[config.mk]
export PLATFORM = sky130hd
export DESIGN_NAME = add32_rr_sched_flat
export DESIGN_NICKNAME = d
export VERILOG_FILES = /design/src/rtl/add32_rr_sched_pkg.sv /design/src/rtl/add32_rr_sched_if.sv /design/src/rtl/add32_reg_core.sv /design/src/rtl/add32_rr_sched.sv /design/src/flat_wrapper.sv
export SDC_FILE = /design/constraint.sdc
export NUM_CORES = 1
export LEC_CHECK = 0
export CORE_ASPECT_RATIO = 1.25
export CORE_MARGIN = 2
export CORE_UTILIZATION = 48
export DETAILED_ROUTE_END_ITERATION = 8
export PLACE_DENSITY = 0.89
export SKIP_CTS_REPAIR_TIMING = 1
export SLEW_MARGIN = 10
export SYNTH_ARGS = -nofsm -noshare
export SYNTH_HDL_FRONTEND = slang
export SYNTH_SLANG_ARGS = --single-unit
export TNS_END_PERCENT = 10
[constraint.sdc]
create_clock -name clock -period 6.7 [get_ports clock]
set_input_delay 0.67 -clock clock [delete_from_list [all_inputs] [get_ports clock]]
set_output_delay 0.67 -clock clock [all_outputs]
set_load 0.05 [all_outputs]
[src/rtl/add32_rr_sched_pkg.sv]
// rtl/add32_rr_sched_pkg.sv - shared types, defaults and arbitration helper
// Purpose: default operand width, FSM state encoding and the round-robin
//          pick function shared by the scheduler and its interface.
// Ports:   none (package).
package add32_pkg;

  localparam int DEF_WIDTH = 32;

  typedef enum logic [1:0] {
    IDLE = 2'd0,
    EXEC = 2'd1,
    RESP = 2'd2
  } state_t;

  // First set bit of valid, searching upward from ptr and wrapping modulo nreq.
  // Up to 8 requesters; the caller checks that at least one valid bit is set.
  function automatic logic [2:0] rr_pick(input logic [7:0] valid,
                                         input logic [2:0] ptr,
                                         input int nreq);
    logic [2:0] pick;
    logic [2:0] sel;
    logic       found;
    int         idx;
    pick  = '0;
    found = 1'b0;
    for (int k = 0; k < 8; k++) begin
      idx = (int'(ptr) + k) % nreq;
      sel = 3'(idx);
      if (k < nreq && !found && valid[sel]) begin
        pick  = sel;
        found = 1'b1;
      end
    end
    return pick;
  endfunction

endpackage

[src/rtl/add32_rr_sched_if.sv]
// rtl/add32_rr_sched_if.sv - requester and response bundle for the adder scheduler
// Purpose: groups the per-requester request handshake and the tagged response.
// Ports:   req_valid/req_ready/req_a/req_b/req_cin (NREQ requesters, packed),
//          rsp_valid/rsp_ready/rsp_id/rsp_sum/rsp_cout (single response port).
//          master = requester/consumer side, slave = scheduler side.
interface add32_rr_sched_if
  import add32_pkg::*;
#(
  parameter int NREQ  = 4,
  parameter int WIDTH = DEF_WIDTH,
  parameter int IDW   = 2
);
  logic [NREQ-1:0]       req_valid;
  logic [NREQ-1:0]       req_ready;
  logic [NREQ*WIDTH-1:0] req_a;
  logic [NREQ*WIDTH-1:0] req_b;
  logic [NREQ-1:0]       req_cin;
  logic                  rsp_valid;
  logic                  rsp_ready;
  logic [IDW-1:0]        rsp_id;
  logic [WIDTH-1:0]      rsp_sum;
  logic                  rsp_cout;

  modport master (
    output req_valid, req_a, req_b, req_cin, rsp_ready,
    input  req_ready, rsp_valid, rsp_id, rsp_sum, rsp_cout
  );

  modport slave (
    input  req_valid, req_a, req_b, req_cin, rsp_ready,
    output req_ready, rsp_valid, rsp_id, rsp_sum, rsp_cout
  );
endinterface

[src/rtl/add32_reg_core.sv]
// rtl/add32_reg_core.sv - shared registered adder datapath
// Purpose: captures {cout, sum} = a + b + cin when load is high.
// Ports:   clock, reset (async, active-high), load, a, b, cin -> sum, cout.
module add32_reg_core
  import add32_pkg::*;
#(
  parameter int WIDTH = DEF_WIDTH
) (
  input  logic             clock,
  input  logic             reset,
  input  logic             load,
  input  logic [WIDTH-1:0] a,
  input  logic [WIDTH-1:0] b,
  input  logic             cin,
  output logic [WIDTH-1:0] sum,
  output logic             cout
);

  // Operands are widened first so the carry comes from a full WIDTH+1 add.
  always_ff @(posedge clock or posedge reset) begin
    if (reset) begin
      sum  <= '0;
      cout <= 1'b0;
    end else if (load) begin
      {cout, sum} <= {1'b0, a} + {1'b0, b} + {{WIDTH{1'b0}}, cin};
    end
  end

endmodule

[src/rtl/add32_rr_sched.sv]
// rtl/add32_rr_sched.sv - round-robin scheduler sharing one registered adder
// Purpose: grants one requester at a time, runs its operands through the
//          shared adder and returns the tagged result.
// Ports:   clock, reset (async, active-high), bus (slave side of
//          add32_rr_sched_if), busy (state != IDLE), op_count (completed
//          responses, wraps).
module add32_rr_sched
  import add32_pkg::*;
#(
  parameter int NREQ  = 4,
  parameter int WIDTH = DEF_WIDTH,
  parameter int IDW   = 2,
  parameter int CNTW  = 16
) (
  input  logic            clock,
  input  logic            reset,
  add32_rr_sched_if.slave bus,
  output logic            busy,
  output logic [CNTW-1:0] op_count
);

  state_t           state;
  logic [WIDTH-1:0] a_q;
  logic [WIDTH-1:0] b_q;
  logic             cin_q;
  logic [IDW-1:0]   g_q;
  logic [IDW-1:0]   ptr;
  logic             rsp_valid_q;
  logic             any_valid;
  logic [IDW-1:0]   grant;
  logic             load;

  assign any_valid = |bus.req_valid;
  assign grant     = IDW'(rr_pick(8'(bus.req_valid), 3'(ptr), NREQ));
  assign load      = (state == EXEC);

  // Grant is a pure decode of the IDLE state; reset forces it low so nothing
  // looks accepted while the block is being cleared.
  always_comb begin
    bus.req_ready = '0;
    if (state == IDLE && any_valid && !reset) begin
      bus.req_ready[grant] = 1'b1;
    end
  end

  always_ff @(posedge clock or posedge reset) begin
    if (reset) begin
      state       <= IDLE;
      a_q         <= '0;
      b_q         <= '0;
      cin_q       <= 1'b0;
      g_q         <= '0;
      ptr         <= '0;
      rsp_valid_q <= 1'b0;
      op_count    <= '0;
    end else begin
      case (state)
        IDLE: begin
          if (any_valid) begin
            a_q   <= bus.req_a[grant*WIDTH +: WIDTH];
            b_q   <= bus.req_b[grant*WIDTH +: WIDTH];
            cin_q <= bus.req_cin[grant];
            g_q   <= grant;
            state <= EXEC;
          end
        end
        EXEC: begin
          rsp_valid_q <= 1'b1;
          state       <= RESP;
        end
        RESP: begin
          if (bus.rsp_ready) begin
            rsp_valid_q <= 1'b0;
            op_count    <= op_count + 1'b1;
            // Next search starts just past the requester that was served.
            ptr         <= (g_q == IDW'(NREQ - 1)) ? '0 : g_q + 1'b1;
            state       <= IDLE;
          end
        end
        default: state <= IDLE;
      endcase
    end
  end

  add32_reg_core #(.WIDTH(WIDTH)) u_core (
    .clock (clock),
    .reset (reset),
    .load  (load),
    .a     (a_q),
    .b     (b_q),
    .cin   (cin_q),
    .sum   (bus.rsp_sum),
    .cout  (bus.rsp_cout)
  );

  assign bus.rsp_valid = rsp_valid_q;
  assign bus.rsp_id    = g_q;
  assign busy          = (state != IDLE);

endmodule
[src/flat_wrapper.sv]
// flat-port wrapper written by rule: the top's interface ports become plain ports
module add32_rr_sched_flat import add32_pkg::*;
#(
  parameter int NREQ  = 4,
  parameter int WIDTH = DEF_WIDTH,
  parameter int IDW   = 2,
  parameter int CNTW  = 16
)
  (clock, reset, busy, op_count, bus_req_valid, bus_req_a, bus_req_b, bus_req_cin, bus_rsp_ready, bus_req_ready, bus_rsp_valid, bus_rsp_id, bus_rsp_sum, bus_rsp_cout);
  add32_rr_sched_if #(.NREQ(NREQ), .WIDTH(WIDTH), .IDW(IDW)) bus_i ();
  input  logic clock;
  input  logic reset;
  output logic busy;
  output logic [CNTW-1:0] op_count;
  input wire logic [$bits(bus_i.req_valid)-1:0] bus_req_valid;
  input wire logic [$bits(bus_i.req_a)-1:0] bus_req_a;
  input wire logic [$bits(bus_i.req_b)-1:0] bus_req_b;
  input wire logic [$bits(bus_i.req_cin)-1:0] bus_req_cin;
  input wire logic [$bits(bus_i.rsp_ready)-1:0] bus_rsp_ready;
  output wire logic [$bits(bus_i.req_ready)-1:0] bus_req_ready;
  output wire logic [$bits(bus_i.rsp_valid)-1:0] bus_rsp_valid;
  output wire logic [$bits(bus_i.rsp_id)-1:0] bus_rsp_id;
  output wire logic [$bits(bus_i.rsp_sum)-1:0] bus_rsp_sum;
  output wire logic [$bits(bus_i.rsp_cout)-1:0] bus_rsp_cout;
  assign bus_i.req_valid = bus_req_valid;
  assign bus_i.req_a = bus_req_a;
  assign bus_i.req_b = bus_req_b;
  assign bus_i.req_cin = bus_req_cin;
  assign bus_i.rsp_ready = bus_rsp_ready;
  assign bus_req_ready = bus_i.req_ready;
  assign bus_rsp_valid = bus_i.rsp_valid;
  assign bus_rsp_id = bus_i.rsp_id;
  assign bus_rsp_sum = bus_i.rsp_sum;
  assign bus_rsp_cout = bus_i.rsp_cout;
  add32_rr_sched #(.NREQ(NREQ), .WIDTH(WIDTH), .IDW(IDW), .CNTW(CNTW)) u_core (.clock(clock), .reset(reset), .bus(bus_i), .busy(busy), .op_count(op_count));
endmodule
==> impl_metrics.json, run 1 <==
{
  "r2r_slack_ns": 3.32,
  "synth_cell_type_count": 55,
  "clockBufferDepth": 2,
  "drive_above_1_share_pct": 3.549,
  "synth_edf_count": 0,
  "first_pass_iters": 5,
  "peakVddDrop_uv": 273.7,
  "holdPathStages": 2,
  "drc": 0,
  "hpwlAfterDp_mm": 20.68,
  "syn_inst": 1144,
  "wl_mm": 26.93,
  "via_per_inst": 5.364,
  "power_frac_seq_pct": 22.4,
  "internal-power_w": 0.003139,
  "clock_latency_ns": 0.42,
  "cts-buffers-inserted": 17,
  "swShare_pct": 47.53,
  "cts_tree": "built",
  "hold_viol": 0,
  "required_ns": 6.03,
  "p_comb_share_pct": 60.0,
  "grt_pass1_vias": 8401,
  "design_area_um2": 12150,
  "synth.top_cells.by_area": "dfrtp_1 (37%), nand2_1 (12%), o21ai_0 (11%), nor2_1 (9.7%), ha_1 (5.1%)",
  "die-area_um2": 18040,
  "die_w_um": 120.6,
  "worstMarginPinSlew_ns": 0.9882,
  "slew_viol_final": 0,
  "yosysTopAreaCell": "dfrtp_1",
  "grt_overflow": 0,
  "placeableCoreArea_um2": 16710,
  "status": "finished, final reports clean",
  "crit_path_end_kind": "output port",
  "clkPwrFrac_pct": 17.6,
  "tns_ns": 0,
  "max_freq_mhz": 253.9,
  "portBuffers": 323,
  "yosysTopAreaCellShare_pct": 37.15,
  "ys_warn_count": 0,
  "dieHeight_um": 149.7,
  "nNetsFinal": 1726,
  "via_count": 8899,
  "worstRegToRegCells": 10,
  "syn_area_per_cell_um2": 7.124,
  "grt_max_degree": 113,
  "finalCritPeriodShare_pct": 58.79,
  "wl_per_cell_um": 16.23,
  "start_util_pct": 48.77,
  "r2r_start": "u_core.cin_q$_DFFE_PP0P_",
  "hp-start": "u_core.u_core.sum[4]$_DFFE_PP0P_",
  "synthFlopType": "dfrtp_1",
  "startpoint_type": "input port",
  "ys_seq_elements": 121,
  "antenna_found_initial": 2,
  "row_count": 53,
  "htreeDepth": 4,
  "track_usage_pct": 29.86,
  "rsz0062_at_grt": "no",
  "drt_iter0_drc": 539,
  "setup_viol": 0,
  "hold_path_class": "flip-flop to flip-flop",
  "final_cell_mix": "clkdlybuf4s50_1 (323), nand2_1 (270), nor2_1 (210)",
  "min_period_ns": 3.939,
  "grt_pass1_wl_mm": 42.26,
  "max-cap-violations": 0,
  "drtAntennaViolNets": 0,
  "setup.worst_path.class": "input port to output port",
  "syn_to_final_growth_pct": 49.13,
  "final_common_cell": "clkdlybuf4s50_1",
  "io_pins": 324,
  "finClkSkew_ns": 0.008550,
  "slew-limit-headroom_pct": 34.12,
  "crit-reg2reg-capture": "u_core.u_core.sum[28]$_DFFE_PP0P_",
  "n_fill_cell": 1351,
  "cts_root_buf": "clkbuf_16",
  "p_leak_nw": 5.396,
  "place_congestion": 0.9499,
  "netSwitchingPower_w": 0.002843,
  "holdPathEnd": "u_core.u_core.sum[4]$_DFFE_PP0P_",
  "syn_area_um2": 8150,
  "cp_max_fo": 53,
  "syn-num-nets": 1446,
  "ys_seq_area_share_pct": 37.15,
  "crit_arrival_ns": 3.27,
  "cts_sinks": 121,
  "postPlaceCellArea_um2": 11470,
  "clk_pin_slew_ns": 0.05,
  "power_density_nw_per_um2": 492.2,
  "async_flop_share_pct": 100.0
}
-- area by class of cell --
| type | count | area, um^2 | area share [%] |
|---|---|---|---|
| Multi-Input combinational cell | 936 | 4812 | 39.59 |
| Timing Repair Buffer | 330 | 3286 | 27.03 |
| Sequential cell | 121 | 3028 | 24.91 |
| Clock buffer | 21 | 460.4 | 3.788 |
| Tap cell | 220 | 275.3 | 2.265 |
| Clock inverter | 11 | 217.7 | 1.791 |
| Inverter | 18 | 70.07 | 0.5765 |
| Antenna cell | 2 | 5.005 | 0.04118 |
-- Yosys cell counts, types with 2 or more instances --
| cell type | count |
|---|---|
| a2111o_1 | 2 |
| a21o_1 | 14 |
| a21oi_1 | 31 |
| a21oi_2 | 2 |
| a22oi_1 | 2 |
| a31oi_1 | 5 |
| and2_1 | 4 |
| and3_1 | 7 |
| and4_1 | 3 |
| buf_1 | 2 |
| buf_2 | 14 |
| clkbuf_1 | 53 |
| dfrtp_1 | 121 |
| fa_1 | 2 |
| ha_1 | 33 |
| inv_1 | 18 |
| nand2_1 | 270 |
| nand2b_1 | 2 |
| nand3_1 | 73 |
| nand3b_1 | 3 |
| nand4_1 | 5 |
| nor2_1 | 210 |
| nor2b_1 | 2 |
| nor3_1 | 5 |
| nor3b_1 | 3 |
| nor4_1 | 2 |
| o211ai_1 | 5 |
| o21a_1 | 5 |
| o21ai_0 | 173 |
| o21ai_1 | 2 |
| o31ai_1 | 5 |
| or2_2 | 2 |
| or3_1 | 5 |
| xnor2_1 | 25 |
| xor2_1 | 14 |
-- layer usage --
metal / track usage (%) / vias up / share of wire (%)
met5: 0 / - / 0
met4: 12.44 / 0 / 3.4
met3: 6.021 / 64 / 6.5
met2: 48.28 / 359 / 49
met1: 39.11 / 4070 / 42
li1: - / 4406 / -
-- kinds of logic after synthesis --
group / Yosys count / share of synthesized area [%]
flip-flops: 121 / 37.15
adder cells (fa/ha/maj): 35 / 5.557
XOR/XNOR: 39 / 4.191
buffers and inverters: 87 / 4.222
multiplexers: 1 / 0.1228
AO/OA/AOI/OAI: 264 / 18.65
AND/OR/NAND/NOR: 597 / 30.10
-- stage by stage --
step | utilization (%) | instances | total power, W | setup WS, ns | hold WS, ns
6_report | 72.73 | 1659 | 0.005982 | 2.761 | 0.4728
5_1_grt | 72.72 | 1658 | 0.006428 | 2.619 | 0.4948
4_1_cts | 72.70 | 1657 | 0.005961 | 2.770 | 0.4773
3_5_place_dp | 68.64 | 1625 | 0.004876 | 2.772 | 0.4679
3_3_place_gp | 68.64 | 1625 | 0.004777 | 2.899 | 0.4611
2_1_floorplan | - | 1144 | 0.003823 | 1.983 | 0.4538
-- sequential cells by signal, indices dropped and copies added, names as in the netlist --
signal                count
u_core.u_core.sum        32
u_core.b_q               32
u_core.u_core.cout        1
u_core.ptr                2
u_core.op_count          16
u_core.bus.rsp_valid      1
u_core.state              2
u_core.cin_q              1
u_core.bus.rsp_id         2
u_core.a_q               32
-- power groups by stage --
stage | sequential, W | combinational, W | clock (W)
floorplan | 0.00165 | 0.00218 | 0
global placement | 0.00133 | 0.00345 | 0
detailed placement | 0.00134 | 0.00353 | 0
CTS | 0.00134 | 0.00357 | 0.00106
global route | 0.00138 | 0.00395 | 0.00110
finish | 0.00134 | 0.00359 | 0.00105
-- worst max-delay path by stage --
| stage | start | end | slack [ns] | cells after the start |
|---|---|---|---|---|
| 2_1_floorplan | reset | bus_req_ready[0] | 1.98 | 2 |
| 3_3_place_gp | bus_req_valid[0] | bus_req_ready[3] | 2.90 | 6 |
| 3_5_place_dp | bus_req_valid[0] | bus_req_ready[3] | 2.77 | 6 |
| 4_1_cts | bus_req_valid[0] | bus_req_ready[3] | 2.77 | 6 |
| 5_1_grt | bus_req_valid[0] | bus_req_ready[3] | 2.62 | 6 |
| 6_report | bus_req_valid[0] | bus_req_ready[3] | 2.76 | 6 |
-- worst max-delay path, stage by stage --
cell,delay [ns]
clkdlybuf4s50_1,0.51
mux2i_1,0.19
nor2_1,0.09
or3_4,0.62
nor4_1,0.33
clkdlybuf4s50_1,0.86
Power figures use the tool's default switching activity.
==> run 2: changes to the inputs <==
CORE_UTILIZATION = 40   (was 48)
PLACE_DENSITY = 0.8   (was 0.89)
clock period = 3.3 ns   (was 6.7 ns; I/O delays follow)
==> run 2 against run 1 <==
Register-to-register slack got worse by 3.2 ns. Sequential share of layout area fell by 0.28 points. First-iteration DRC count rose by 14%. Count of clock-buffer cells in the layout fell by 2. Worst setup slack got worse by 2.6 ns. Core utilization fell by 11 points. Sequential power rose by 100%. Global-route usage fell by 5.3 points. Critical endpoint is now u_core.u_core.sum[24]$_DFFE_PP0P_.
==> impl_metrics.json, run 2 (synthesized netlist as in run 1, its figures left out) <==
{
  "crit_path_end_kind": "flip-flop",
  "tns_ns": 0,
  "grt_overflow": 0,
  "diodes": 0,
  "dieHeight_um": 163.6,
  "track_usage_pct": 24.59,
  "holdPathStages": 2,
  "nNetsFinal": 1738,
  "cts_sinks": 121,
  "ff_latch_area_um2": 3028,
  "syn_to_final_growth_pct": 50.80,
  "drive_above_1_share_pct": 4.831,
  "wl_per_cell_um": 15.55,
  "final_common_cell": "clkdlybuf4s50_1",
  "timing.hold.ws_ns": 0.4756,
  "grt_pass1_vias": 8391,
  "finalCritPeriodShare_pct": 96.45,
  "drtAntennaViolNets": 0,
  "drc": 0,
  "clk_pin_slew_ns": 0.06,
  "n_fill_cell": 1815,
  "slew-limit-headroom_pct": 31.34,
  "pre_cts_ws_ns": 0.1420,
  "layout_setup_ws_ns": 0.1172,
  "peakVddDrop_uv": 494.6,
  "status": "finished, final reports clean",
  "die-area_um2": 21540,
  "power_density_nw_per_um2": 976.5,
  "worstRegToRegCells": 10,
  "slew_viol_final": 0,
  "hp-start": "u_core.u_core.sum[30]$_DFFE_PP0P_",
  "setup_viol": 0,
  "cts_tree": "built",
  "place_congestion": 0.9070,
  "p_leak_nw": 5.441,
  "final_cell_mix": "clkdlybuf4s50_1 (319), nand2_1 (270), nor2_1 (210)",
  "via_count": 8846,
  "htreeDepth": 4,
  "clockBufferDepth": 2,
  "design_area_um2": 12290,
  "max_freq_mhz": 314.2,
  "rsz0062_at_grt": "no",
  "multi_input_area_um2": 4816,
  "grt_max_degree": 135,
  "hold_path_class": "flip-flop to flip-flop",
  "reg_top3": "u_core.a_q (32), u_core.b_q (32), u_core.u_core.sum (32)",
  "finClkSkew_ns": 0.01161,
  "placeableCoreArea_um2": 20030,
  "cts-buffers-inserted": 17,
  "cp_max_fo": 5,
  "row_count": 58,
  "wl_mm": 26.73,
  "antenna_found_initial": 0,
  "startpoint_type": "flip-flop",
  "hpwlAfterDp_mm": 21.25,
  "crit-reg2reg-capture": "u_core.u_core.sum[24]$_DFFE_PP0P_",
  "r2r_start": "u_core.cin_q$_DFFE_PP0P_",
  "first_pass_iters": 5,
  "drt_iter0_drc": 617,
  "holdPathEnd": "u_core.u_core.sum[30]$_DFFE_PP0P_",
  "finalPower_w": 0.01200,
  "portBuffers": 323,
  "crit_arrival_ns": 3.45,
  "required_ns": 3.56,
  "clock_latency_ns": 0.42,
  "r2r_slack_ns": 0.12,
  "postPlaceCellArea_um2": 11690,
  "min_period_ns": 3.183,
  "die_w_um": 131.7,
  "io_pins": 324,
  "start_util_pct": 40.69,
  "cts_root_buf": "clkbuf_16",
  "hold_viol": 0,
  "via_per_inst": 5.146,
  "grt_pass1_wl_mm": 42.18,
  "max-cap-violations": 0,
  "setup.worst_path.class": "flip-flop to flip-flop",
  "worstMarginPinSlew_ns": 1.030
}
## run 2: changes by cell type in the layout (fill, tap and decap cells not counted)
cell / delta
buf_4: +10
buf_12: +6
bufinv_16: -4
clkdlybuf4s50_1: -4
clkinvlp_4: +3
inv_6: +3
clkbuf_1: -2
diode_2: -2
a21oi_1: -1
a21oi_2: +1
clkinv_2: +1
inv_4: -1
## run 2: metrics by stage
stage | util (%) | cells
detailed placement | 58.36 | 1687
finish | 61.36 | 1719
global route | 61.36 | 1719
CTS | 61.34 | 1719
floorplan | - | 1144
global placement | 58.36 | 1687
## run 2: area by class of cell
type	instances	area share, %
clock buffer	19	3.685
clock inverter	13	1.171
inverter	18	0.5803
multi-input combinational	936	39.18
sequential	121	24.64
tap	270	2.749
timing repair buffer	342	28.00
## run 2: how the worst max path moves through the flow
stage / startpoint / endpoint / slack (ns) / cells past startpoint
after global routing: u_core.cin_q$_DFFE_PP0P_ / u_core.u_core.sum[24]$_DFFE_PP0P_ / 0.002 / 10
after CTS: u_core.cin_q$_DFFE_PP0P_ / u_core.u_core.sum[24]$_DFFE_PP0P_ / 0.13 / 10
after detailed placement: u_core.cin_q$_DFFE_PP0P_ / u_core.u_core.sum[24]$_DFFE_PP0P_ / 0.14 / 10
final: u_core.cin_q$_DFFE_PP0P_ / u_core.u_core.sum[24]$_DFFE_PP0P_ / 0.12 / 10
after floorplan: u_core.ptr[1]$_DFFE_PP0P_ / bus_req_ready[3] / -0.18 / 8
after global placement: u_core.cin_q$_DFFE_PP0P_ / u_core.u_core.sum[24]$_DFFE_PP0P_ / 0.14 / 10
## run 2: worst max-delay path: stages (launching register included)
cell and delay, ns:
dfrtp_1 0.39, fa_1 0.48, fa_1 0.42, a21o_1 0.22
a221oi_2 0.34, o31ai_4 0.17, o211a_4 0.29, a221o_1 0.36
a21oi_2 0.15, xor2_1 0.15, o21ai_1 0.07
## run 2: where the power goes
group	total [W]	internal, W	leakage [nW]	switching, W
Sequential	0.00270	0.00219	1.50	0.000515
Clock	0.00188	0.00116	0.282	0.000721
Combinational	0.00742	0.00284	3.66	0.00458
## run 2: per-layer routing
layer  share of wire, %  GRT usage (%)
met1                 44          31.66
met2                 48          40.84
met3                5.2          4.252
met4                3.6          10.67
met5                  0              0
==> run 3: changes to the inputs <==
TNS_END_PERCENT = 20   (was 10)
==> results of run 3 <==
No change in the layout: final DEF, timing and power equal those of run 2.
